### config.mk
export PLATFORM = sky130hd
export DESIGN_NAME = source_out_ser
export DESIGN_NICKNAME = d
export VERILOG_FILES = /design/src/rtl/source_out_ser.sv
export SDC_FILE = /design/constraint.sdc
export NUM_CORES = 1
export LEC_CHECK = 0
export CORE_MARGIN = 2
export CORE_UTILIZATION = 48
export DETAILED_ROUTE_END_ITERATION = 10
export PLACE_DENSITY = 0.73
export SLEW_MARGIN = 10
export SYNTH_ARGS = -nofsm -noshare
export SYNTH_HDL_FRONTEND = slang
export SYNTH_SLANG_ARGS = --single-unit
### constraint.sdc
create_clock -name clk -period 2.2 [get_ports clk]
set_input_delay 0.55 -clock clk [delete_from_list [all_inputs] [get_ports clk]]
set_output_delay 0.55 -clock clk [all_outputs]
set_load 0.05 [all_outputs]
### src/rtl/source_out_ser.sv
// Purpose : serialise a WIDTH-bit word MSB-first over LANES lanes, with a frame enable and a programmable-delay copy of it.
// Latency : the first beat of a word accepted at edge N is on data_out from edge N; a frame lasts WIDTH/LANES cycles.
// Backpress: ready is low while a frame is in flight (except on its last beat); words offered while ready=0 are dropped.
//
// Ports:
//   clk, rst_n         clock and asynchronous active-low reset
//   out_en             gates acceptance of new words; a running frame always completes
//   data_en_in/data_in input word valid and parallel word; ready says it is taken this cycle
//   dly_sel            delay of data_en_dly relative to data_en (clamped to MAX_DLY)
//   data_en, data_out  registered frame enable and the current beat (zero when idle)
//   data_en_dly        data_en delayed by dly_sel cycles
//   frame_done         one-cycle pulse on the last beat of each frame
module source_out_ser #(
    parameter int WIDTH   = 8,
    parameter int LANES   = 1,
    parameter int MAX_DLY = 8,
    parameter int DLY_W   = 4
) (
    input  logic               clk,
    input  logic               rst_n,
    input  logic               out_en,
    input  logic               data_en_in,
    input  logic [WIDTH-1:0]   data_in,
    output logic               ready,
    input  logic [DLY_W-1:0]   dly_sel,
    output logic               data_en,
    output logic               data_en_dly,
    output logic [LANES-1:0]   data_out,
    output logic               frame_done
);

    localparam int BEATS = WIDTH / LANES;
    localparam int CNT_W = (BEATS > 1) ? $clog2(BEATS) : 1;
    localparam logic [CNT_W-1:0] CNT_LOAD = CNT_W'(BEATS - 1);

    localparam logic [0:0] ST_IDLE  = 1'b0;
    localparam logic [0:0] ST_SHIFT = 1'b1;

    logic [0:0]         state;
    logic [WIDTH-1:0]   shift_reg;
    logic [CNT_W-1:0]   beat_cnt;
    logic [MAX_DLY-1:0] en_taps;
    logic               last_beat;
    logic               accept;
    logic [DLY_W-1:0]   dly_clamp;

    // beat_cnt counts the beats still to come after the current one; it is
    // also zero in IDLE, so last_beat alone qualifies frame_done via data_en.
    assign last_beat = (beat_cnt == '0);

    // Held low during reset so an upstream source cannot see a false accept.
    assign ready  = rst_n & out_en & ((state == ST_IDLE) | last_beat);
    assign accept = data_en_in & ready;

    always_ff @(posedge clk or negedge rst_n) begin
        if (!rst_n) begin
            state     <= ST_IDLE;
            shift_reg <= '0;
            beat_cnt  <= '0;
        end else begin
            case (state)
                ST_IDLE: begin
                    if (accept) begin
                        shift_reg <= data_in;
                        beat_cnt  <= CNT_LOAD;
                        state     <= ST_SHIFT;
                    end
                end
                default: begin
                    if (!last_beat) begin
                        shift_reg <= shift_reg << LANES;
                        beat_cnt  <= beat_cnt - CNT_W'(1);
                    end else if (accept) begin
                        // Reload on the last beat: next frame follows with no gap.
                        shift_reg <= data_in;
                        beat_cnt  <= CNT_LOAD;
                    end else begin
                        state <= ST_IDLE;
                    end
                end
            endcase
        end
    end

    assign data_en    = (state == ST_SHIFT);
    assign frame_done = data_en & last_beat;
    assign data_out   = data_en ? shift_reg[WIDTH-1 -: LANES] : '0;

    // en_taps[i] is data_en delayed by i+1 cycles; it keeps running while idle
    // so trailing enables drain out after the frame.
    always_ff @(posedge clk or negedge rst_n) begin
        if (!rst_n) begin
            en_taps <= '0;
        end else begin
            en_taps[0] <= data_en;
            for (int i = 1; i < MAX_DLY; i++) begin
                en_taps[i] <= en_taps[i-1];
            end
        end
    end

    // Compare-and-select rather than a variable index keeps the selector
    // width independent of MAX_DLY.
    always_comb begin
        dly_clamp   = (dly_sel > DLY_W'(MAX_DLY)) ? DLY_W'(MAX_DLY) : dly_sel;
        data_en_dly = data_en;
        for (int i = 0; i < MAX_DLY; i++) begin
            if (dly_clamp == DLY_W'(i + 1)) begin
                data_en_dly = en_taps[i];
            end
        end
    end

endmodule

=== After elaboration in Yosys (flattened, before gate mapping) ===
Cells that the tools add are included.

* Register bits: 20
* Bits of input ports: 16

* $add $sub $neg: 1
* Magnitude comparators: 1
* Equal/unequal tests: 8
* Mux-type cells: 19
* Bitwise gates (word level): 6
* Reduce and logical (&&, ||, !) cells: 1

{| class="wikitable"
|+ Operator list
! kind !! count
|-
| 8-bit 2-to-1 mux || 3
|-
| 4-bit by 3-bit == test with 1-bit output (second input constant) || 4
|-
| 1-bit 2-to-1 mux || 12
|-
| 3-bit 2-to-1 mux || 3
|-
| 4-bit by 2-bit == test with 1-bit output (second input constant) || 2
|-
| 1-bit AND || 4
|-
| 4-bit by 1-bit == test with 1-bit output (second input constant) || 1
|-
| 4-bit == test (second input constant) || 1
|-
| 4-bit > comparator (second input constant) || 1
|-
| 4-bit 2-to-1 mux || 1
|-
| 3-bit logical NOT || 1
|-
| 3-bit by 1-bit subtractor with 3-bit output (second input constant) || 1
|-
| 1-bit inverter || 1
|-
| 1-bit OR || 1
|}

=== Longest topological paths before layout ===
* Depth after elaboration: 11
* Depth in mapped cells: 8

=== Worst setup path before layout ===
OpenSTA, ideal clock, no wires.

* Kind: input to output
* Start point: input dly_sel[0]
* End point: output data_en_dly
* Arrival time: 1.861 ns
* Data required time: 1.650 ns
* Path slack: -0.211 ns
* Stages: 5
* Cells stage by stage: buf_2 > nor3b_1 > o21ai_0 > o2111ai_1 > a21oi_1

* Longest elaborated chain between the ends: 11
* Elaborated cells on any way between the ends: 18
* Classes of those cells: order compare (1); eq/ne (8); mux (9)

{| class="wikitable"
|+ RTL lines
! what !! line !! text
|-
| start: declaration || 25 || <nowiki>input logic [DLY_W-1:0] dly_sel,</nowiki>
|-
| 4-bit > comparator || 105 || <nowiki>dly_clamp = (dly_sel > DLY_W'(MAX_DLY)) ? DLY_W'(MAX_DLY) : dly_sel;</nowiki>
|-
| 4-bit 2-to-1 mux (*) || 105 ||
|-
| 4-bit by 1-bit == test with 1-bit output || 108 || <nowiki>if (dly_clamp == DLY_W'(i + 1)) begin</nowiki>
|-
| 1-bit 2-to-1 mux (7 in a row) || 108 ||
|-
| 1-bit 2-to-1 mux (*) || 108 ||
|-
| end: declaration || 27 || <nowiki>output logic data_en_dly,</nowiki>
|}

Mark *: on every way between the ends. The rest lies on a longest branch, timed or not.

=== Final worst setup path ===
* Start point: input dly_sel[1]
* End point: output data_en_dly

The elaborated chain is that of the path after synthesis.

==> qor.csv <==
stage,metric,value,unit
timing,worst hold margin,0.3915,ns
pwr,Worst VDD drop,0.5114,mV
yosys,part of the Yosys area used for sequential elements,52.98,%
outcome,outcome,completed,
routing,Routed Antenna Nets,0,
yosys,top cell type's share of synthesized area,52.98,%
yosys,area share of xor/xnor cells in the synthesized design,0,%
yosys,prevailing post-synth register cell,dfrtp_1,
yosys,"count leader, synth",dfrtp_1,
yosys,"Avg Cell Area, Syn",10.86,um2
timing,Final period util,97.57,%
finish,fraction of layout cells with a size suffix above 1,21.43,%
yosys,Compound-Gate Fraction of Synth Area,13.91,%
routing,final WL,1.789,mm
floorplanning,starting density of the core,49.67,%
finish,Ant. Diodes,0,
global_route,Tot GR Track Use,17.29,%
cts,H-tree level count,1,
pwr,Pwr Density,1129,nW/um2
timing,Worst-Margin Slew,0.2528,ns
cts,root cell of the clock tree,clkbuf_4,
global_route,largest net degree at the start of global routing,21,
cts,hold-fix buffer count after cts,0,
min_path,Worst Hold Class,reg2reg,
pwr,Pleak,0.0006043,uW
place,pre-CTS WS,-0.2504,ns
floorplanning,total core area,1902,um2
yosys,Yosys top cell by area,dfrtp_1,
finish,nets@finish,132,
yosys,Mapped Cells,87,
timing,final setup violation count,0,
yosys,synth unique cells,24,
routing,drt wl/cell,12.87,um
global_route,GR peak layer,met2,
yosys,commonest cells in the netlist,"dfrtp_1 (20), nand2_1 (10), mux2i_1 (9)",
timing,Max-slew headroom,83.15,%
yosys,Synth Area in Adders,2.649,%
cts,"Clk pin slew, worst setup/hold paths",0.10,ns
setup_path,CP required,1.65,ns
setup_path,Worst setup EP type,output pin,
yosys,Post-synth EDFFs,0,
routing,Via Count,710,
finish,Multi-input gate area,425.4,um2
cts,CTS Sinks,20,
routing,drt pass-1 iters,4,
setup_path,WP data arrival,1.60,ns
place,RD Place Congestion,0.7719,
timing,Slew Limit Fails,0,
finish,register area,500.5,um2
global_route,GR Overflow Total,0,
floorplanning,row count,16,
global_route,vias in the first global route,752,
place,Port Buf Inserts,20,
flow_run,Max Cap Viol,0,
yosys,mux cell area share after synthesis,9.536,%
cts,CTS buffer count,3,
global_route,met2 GRT Util,30.56,%
yosys,Mapped Nets,105,
yosys,largest family of logic cells by synthesized area,simple AND/OR/NAND/NOR gates,
cts,CTS tree,done,
timing,fin worst setup slack,0.05354,ns
place,hpwl dp,1.355,mm
routing,vias per cell,5.108,
yosys,ys async rst share,100.0,%
finish,fin util,66.97,%
yosys,synth warn,0,
yosys,top area cells in the synthesized netlist,"dfrtp_1 (53%), mux2i_1 (9.5%), o21ai_0 (4.2%)",
floorplanning,IO Pins,21,
global_route,first-pass GRT wire length,3.167,mm
timing,crit path time final,2.146,ns
timing,Achievable Freq,0.4659,GHz
finish,fin cells,139,
yosys,Syn Std Cell Area,944.7,um2
setup_path,Setup Crit Path Kind,in2out,
timing,final hold vios,0,
timing,setup_tns,0,ns
global_route,met1 Usage GRT,21.28,%
setup_path,"Max FO, Critical Path",6,
finish,Filler cells,158,
setup_path,startpoint types,primary input,
global_route,number of antenna violations at the first check in global routing,0,
routing,DRT iter0 DRCs,4,
finish,Layout Area Growth over Synthesis,34.83,%
place,Post-Place Cells,136,
routing,DRC,0,
yosys,Simple-Gate Fraction of Synth Area,15.23,%
cts,worst-skew pair later-pin latency,0.29,ns
cts,Clock Path Buffers,2,
floorplanning,Die Span Y,48.36,um
global_route,met3 Use GR,4.321,%
timing,skew final,0.004176,ns
floorplanning,die area,2339,um2
floorplanning,Die W,48.36,um
yosys,Yosys reg bits,20,
## stage by stage
step                      cell area (um2)  total power, uW
after floorplan                     950.9             1080
after global routing                 1274             1541
after detailed placement             1220             1253
after CTS                            1242             1419
after global placement               1220             1225
final                                1274             1438
## cell usage in the layout, fill, tap and decap left out, drive strengths merged
cell type / instances
a21oi: 5
a2bb2oi: 2
a41o: 1
and2: 2
buf: 11
clkbuf: 3
clkdlybuf4s15: 2
clkdlybuf4s50: 11
dfrtp: 20
dlygate4sd2: 2
ha: 2
inv: 5
mux2i: 9
nand2: 10
nand2b: 3
nand3: 2
nor2: 6
nor3: 2
nor3b: 2
o2111ai: 2
o21a: 1
o21ai: 8
o21bai: 1
## worst max-delay path, cell delays in order
cell and delay, ns:
clkdlybuf4s15_2 0.23, nor3b_1 0.15, o21ai_0 0.16, o2111ai_1 0.15
a21oi_2 0.20, buf_12 0.16
## cells by family after synthesis
group | count (synthesis)
AOI/OAI and AO/OA | 20
buffers and inverters | 9
DFF | 20
muxes | 9
adders and majority gates | 2
and+or+nand+nor | 27
## layout make-up
| cell class | instances | area share [%] |
|---|---|---|
| flip-flops and latches | 20 | 39.29 |
| well taps | 27 | 2.652 |
| inverters | 5 | 1.473 |
| repair buffers | 26 | 21.41 |
| clock buffers | 3 | 1.768 |
| multi-input cells | 58 | 33.40 |
## metal layers
metal / wire length, um / vias to the layer above
met3: 89 / 2
met5: 0 / -
li1: - / 350
met2: 909 / 18
met1: 777 / 340
met4: 12 / 0
## final timing paths
path	from	to	slack, ns	cells past startpoint
max in group asynchronous	rst_n	shift_reg[6]	1.21	3
min	en_taps[4]	en_taps[5]	0.39	0
max reg2reg	beat_cnt[0]	beat_cnt[0]	0.80	6
min reg2reg	en_taps[4]	en_taps[5]	0.39	0
max	dly_sel[1]	data_en_dly	0.05	6
min in group asynchronous	rst_n	shift_reg[7]	0.78	3
## repair_timing
action,4_1_cts,5_1_grt
buffers inserted,0,0
pin swaps,2,2
resized for setup,7,6
setup endpoints to repair,2,2
gates cloned,0,0
## power breakdown
group / internal (uW) / total, uW / switching (uW)
Sequential: 520 / 624 / 104
Combinational: 298 / 646 / 348
Clock: 63.7 / 168 / 104
(Power assumes the default switching activity.)
